<file path="src/rtl/nsa_pkg.sv">
// nsa_pkg - shared definitions for nibble_serial_adder.
//   NIB_W       : slice width in bits (one nibble)
//   nsa_state_t : sequencer state encoding; 2'd3 is illegal and recovers to IDLE
//   nib_count() : number of nibbles in a WIDTH-bit operand
package nsa_pkg;

  localparam int NIB_W = 4;

  typedef enum logic [1:0] {
    ST_IDLE = 2'd0,
    ST_RUN  = 2'd1,
    ST_DONE = 2'd2
  } nsa_state_t;

  function automatic int nib_count(input int width);
    return width / NIB_W;
  endfunction

endpackage

</file>
<file path="src/rtl/fulladder_4bit.sv">
// fulladder_4bit - 4-bit ripple adder slice.
//   a, b  : nibble operands
//   cin   : carry in
//   sum   : nibble sum
//   cout  : carry out
module fulladder_4bit (
  input  logic [3:0] a,
  input  logic [3:0] b,
  input  logic       cin,
  output logic [3:0] sum,
  output logic       cout
);

  always_comb begin
    {cout, sum} = {1'b0, a} + {1'b0, b} + {4'b0000, cin};
  end

endmodule

</file>
<file path="src/rtl/nibble_serial_adder.sv">
// nibble_serial_adder - WIDTH-bit adder that reuses one fulladder_4bit slice,
// processing one nibble per clock, LSB first.
//   clk, rst             : clock, asynchronous active-high reset
//   in_valid / in_ready  : operand handshake (a, b, cin)
//   out_valid / out_ready: result handshake (sum, cout)
//   ovf                  : signed overflow, only when NSA_OVERFLOW_EN is defined
//
//   state | meaning
//   ------+---------------------------------------------------------
//   IDLE  | waiting for operands, in_ready=1
//   RUN   | one nibble per edge through the slice, idx selects nibble
//   DONE  | result held, out_valid=1 until out_ready
module nibble_serial_adder
  import nsa_pkg::*;
#(
  parameter int WIDTH = 16
) (
  input  logic             clk,
  input  logic             rst,
  input  logic             in_valid,
  output logic             in_ready,
  input  logic [WIDTH-1:0] a,
  input  logic [WIDTH-1:0] b,
  input  logic             cin,
  output logic             out_valid,
  input  logic             out_ready,
  output logic [WIDTH-1:0] sum,
  output logic             cout
`ifdef NSA_OVERFLOW_EN
  ,
  output logic             ovf
`endif
);

  localparam int NIB    = nib_count(WIDTH);
  localparam int IDX_W  = $clog2(NIB);
  localparam int BASE_W = IDX_W + 2;
  localparam logic [IDX_W-1:0] IDX_LAST = IDX_W'(NIB - 1);

  nsa_state_t state, state_nxt;

  logic [WIDTH-1:0]  a_reg, b_reg;
  logic              carry;
  logic [IDX_W-1:0]  idx;
  logic [BASE_W-1:0] base;
  logic              load, step, is_last;

  logic [NIB_W-1:0]  sl_a, sl_b, sl_sum;
  logic              sl_cout;

  // bit offset of the current nibble: idx*4
  assign base    = {idx, 2'b00};
  assign is_last = (idx == IDX_LAST);
  assign sl_a    = a_reg[base +: NIB_W];
  assign sl_b    = b_reg[base +: NIB_W];

  fulladder_4bit u_slice (
    .a    (sl_a),
    .b    (sl_b),
    .cin  (carry),
    .sum  (sl_sum),
    .cout (sl_cout)
  );

  always_ff @(posedge clk or posedge rst) begin
    if (rst) state <= ST_IDLE;
    else     state <= state_nxt;
  end

  always_comb begin
    state_nxt = state;
    in_ready  = 1'b0;
    out_valid = 1'b0;
    load      = 1'b0;
    step      = 1'b0;
    case (state)
      ST_IDLE: begin
        in_ready = 1'b1;
        if (in_valid) begin
          load      = 1'b1;
          state_nxt = ST_RUN;
        end
      end
      ST_RUN: begin
        step = 1'b1;
        if (is_last) state_nxt = ST_DONE;
      end
      ST_DONE: begin
        out_valid = 1'b1;
        if (out_ready) state_nxt = ST_IDLE;
      end
      default: state_nxt = ST_IDLE;
    endcase
  end

  always_ff @(posedge clk or posedge rst) begin
    if (rst) begin
      a_reg <= '0;
      b_reg <= '0;
      carry <= 1'b0;
      idx   <= '0;
      sum   <= '0;
      cout  <= 1'b0;
    end else if (load) begin
      a_reg <= a;
      b_reg <= b;
      carry <= cin;
      idx   <= '0;
    end else if (step) begin
      sum[base +: NIB_W] <= sl_sum;
      carry              <= sl_cout;
      idx                <= idx + 1'b1;
      if (is_last) cout <= sl_cout;
    end
  end

`ifdef NSA_OVERFLOW_EN
  // signed overflow: operands agree in sign but the top-nibble result does not
  always_ff @(posedge clk or posedge rst) begin
    if (rst) begin
      ovf <= 1'b0;
    end else if (step && is_last) begin
      ovf <= (a_reg[WIDTH-1] == b_reg[WIDTH-1]) && (sl_sum[NIB_W-1] != a_reg[WIDTH-1]);
    end
  end
`endif

endmodule

</file>
<file path="config.mk">
export PLATFORM = sky130hd
export DESIGN_NAME = nibble_serial_adder
export DESIGN_NICKNAME = d
export VERILOG_FILES = /design/src/rtl/nsa_pkg.sv /design/src/rtl/fulladder_4bit.sv /design/src/rtl/nibble_serial_adder.sv
export SDC_FILE = /design/constraint.sdc
export NUM_CORES = 1
export LEC_CHECK = 0
export BUFFER_PORTS_ARGS = -buffer_cell sky130_fd_sc_hd__buf_2
export CORE_UTILIZATION = 40
export DETAILED_ROUTE_END_ITERATION = 10
export GPL_TIMING_DRIVEN = 1
export PLACE_DENSITY = 0.73
export SKIP_CTS_REPAIR_TIMING = 1
export SLEW_MARGIN = 10
export SYNTH_ARGS = -nofsm -noshare
export SYNTH_HDL_FRONTEND = slang
export SYNTH_HIERARCHICAL = 1
export SYNTH_SLANG_ARGS = --single-unit
</file>
<file path="constraint.sdc">
create_clock -name clk -period 3.2 [get_ports clk]
set_clock_uncertainty 0.05 [all_clocks]
set_input_delay 0.8 -clock clk [delete_from_list [all_inputs] [get_ports clk]]
set_output_delay 0.8 -clock clk [all_outputs]
set_load 0.03 [all_outputs]
</file>
==> results.toml <==
[status]
status = "finished clean"

[critical_path]
crit_fanout = 6
startpoint_type = "flip-flop"
criticalPathCategory = "flip-flop to flip-flop"
required_ns = 3.36
path_common_cell = "fa_1"
max_stage_delay_ns = 0.59
crit_family = "multiplexers"
path_buf_inv = 1
path_cells = "mux4_2 -> fa_1 -> inv_1 -> fa_1 -> nor2b_1 -> o21ai_0 -> nand2b_1 -> mux2_2"
worstPathArrival_ns = 2.71
slowest_stage = "mux4_2"
endpoint_kind = "flip-flop"

[global_route]
grt_pass1_vias = 1697
met1_usage_pct = 22.2
grt_util_met2_pct = 25.6
antenna_found_initial = 0
grt_overflow = 0
use_met3_pct = 2.75
grt_start_max_net_pins = 55
grt_busiest_layer = "met2"
grt_pass1_wl_um = 8220
grt_util_all_layers_pct = 16.1

[routing]
drt_pass1_iterations = 4
drt_wl_total_um = 4900
post-route-drc-count = 0
drt_iter0_markers = 103
viasPerCell = 4.97
ant_nets = 0
via_count = 1675
wl_per_cell_um = 14.5

[yosys]
synth_top_area_share_pct = 51.9
synthSimpleGateAreaFrac_pct = 11.0
syn_inst = 201
synth_edf_count = 0
async_reset_ff_share_pct = 100
synth_seq_area_share_pct = 51.9
syn-num-nets = 248
synth_xor_area_share_pct = 0.673
synth_top_area_cell = "dfrtp_1"
yosys_most_used_dff = "dfrtp_1"
muxShareOfSynthArea_pct = 21.6
syn_avg_cell_area_um2 = 13.0
syn_area_um2 = 2600
synth_compound_area_share_pct = 5.43
synth_fa_ha_area_share_pct = 5.38
synth_top_family_by_area = "multiplexers"
synth_area_leaders = "dfrtp_1 (52%), mux2_2 (13%), mux4_2 (6.9%), nand2_1 (4.3%), ha_1 (3.8%)"
ys_types = 33
yosys_warnings = 6
yosys_register_bits = 54

[timing]
fin_crit_sh_pct = 79.8
setup_tns_ns = 0
maxSlewHeadroom_pct = 54.9
setup_violations = 0
max_freq_ghz = 0.392
rsz0062_at_grt = "no"
tightestPinTransition_ns = 0.677
slew_violations = 0
hold_viol = 0
finalCriticalPeriod_ns = 2.55
whs_ns = 0.431

[die]
io_pins = 56
die_x_um = 82.7
dieArea_um2 = 6840
start_util_pct = 41.2
dieHeight_um = 82.7
core_um2 = 6310
placementRows = 29

[cts]
cts_max_level = 2
clk_latency_ns = 0.31
ctsLongestPathBuffers = 2
cts_tree = "done"
root_buffer = "clkbuf_8"
clkSinkCount = 54
numCtsBuffers = 5
clk_pin_slew_ns = 0.10

[pwr]
p_per_area_nw_per_um2 = 1170
total_leakage_power_nw = 1.41
irDropWorstVdd_uv = 692

[finish]
final_cells = 337
utilization_pct = 48.0
synthToLayoutAreaGrowth_pct = 16.3
seq_area_um2 = 1350
drive_gt1_share_pct = 43.5
nFillCells = 606
final_cell_mix = "buf_2 (55), dfrtp_1 (54), mux2_2 (31)"
multi_input_area_um2 = 1150
finish.instance_area_um2 = 3030
layout_commonest_cell = "buf_2"
antenna_cells = 0
nNetsFinal = 306

[run]
max_cap_viol_count = 0

[place]
dpl.hpwl_um = 3690
place_area_um2 = 2930
gp_congestion = 0.790
post-place-cells = 329
portBuffers = 55

[hold_path]
hp-class = "flip-flop to flip-flop"
-- final timing paths --
path                               from       end  slack (ns)  depth (start not counted)
min in group asynchronous           rst  b_reg[7]        0.61                          3
worst min register to register  sum[14]   sum[14]        0.43                          2
worst min-delay path            sum[14]   sum[14]        0.43                          2
worst max register to register   idx[0]      cout        0.65                          8
worst max-delay path             idx[0]      cout        0.65                          8
max in group asynchronous           rst   sum[13]        2.05                          3
-- final cells by class --
class | count | area share (%)
flip-flops and latches | 54 | 44.6
multi-input cells | 130 | 37.9
repair buffers | 59 | 10.1
well taps | 77 | 3.18
clock buffers | 5 | 2.27
inverters | 9 | 1.12
clock inverters | 3 | 0.868
-- layer usage --
metal  wire (µm)  vias to the layer above  part of all wire [%]
met4          66                        0                   1.3
met3         216                        7                   4.4
met5           0                        -                     0
li1            -                      825                     -
met1        2310                      805                    47
met2        2310                       38                    47
-- power breakdown --
part | internal (W) | switching [W]
sequential | 0.000991 | 0.000246
clock | 0.000163 | 0.000244
combinational | 0.000869 | 0.00102
total | 0.00202 | 0.00151
-- stage by stage --
step	power, W	worst slack [ns]
global placement	0.00310	0.729
finish	0.00353	0.647
CTS	0.00357	0.614
global route	0.00384	0.487
detailed placement	0.00316	0.645
floorplan	0.00272	0.799
-- worst register-to-register path: cells and delay by family, from the launching register on --
family | cells | cell delay (ns)
DFF | 1 | 0.53
buffers and inverters | 1 | 0.09
adders and majority gates | 2 | 0.66
muxes | 2 | 0.85
AOI/OAI and AO/OA | 1 | 0.13
and+or+nand+nor | 2 | 0.14
-- cells in the mapped netlist, types with 2 or more instances --
library cell / count
a32o_1: 2
nor2b_1: 3
nor2_1: 5
mux2_2: 31
nand2b_1: 2
nor4b_2: 2
xnor2_1: 2
inv_1: 9
o21ai_0: 16
ha_1: 8
dfrtp_1: 54
fa_1: 2
mux4_2: 8
buf_6: 5
nand2_1: 30
nand3b_1: 3
a21oi_1: 2
mux2_1: 2
-- cells by family after synthesis --
| family | Yosys count |
|---|---|
| adders and majority gates | 10 |
| AOI/OAI and AO/OA | 24 |
| buffers and inverters | 17 |
| xor gates and xnor gates | 2 |
| and+or+nand+nor | 52 |
| DFF | 54 |
| muxes | 42 |
Power figures use the tool's default switching activity.
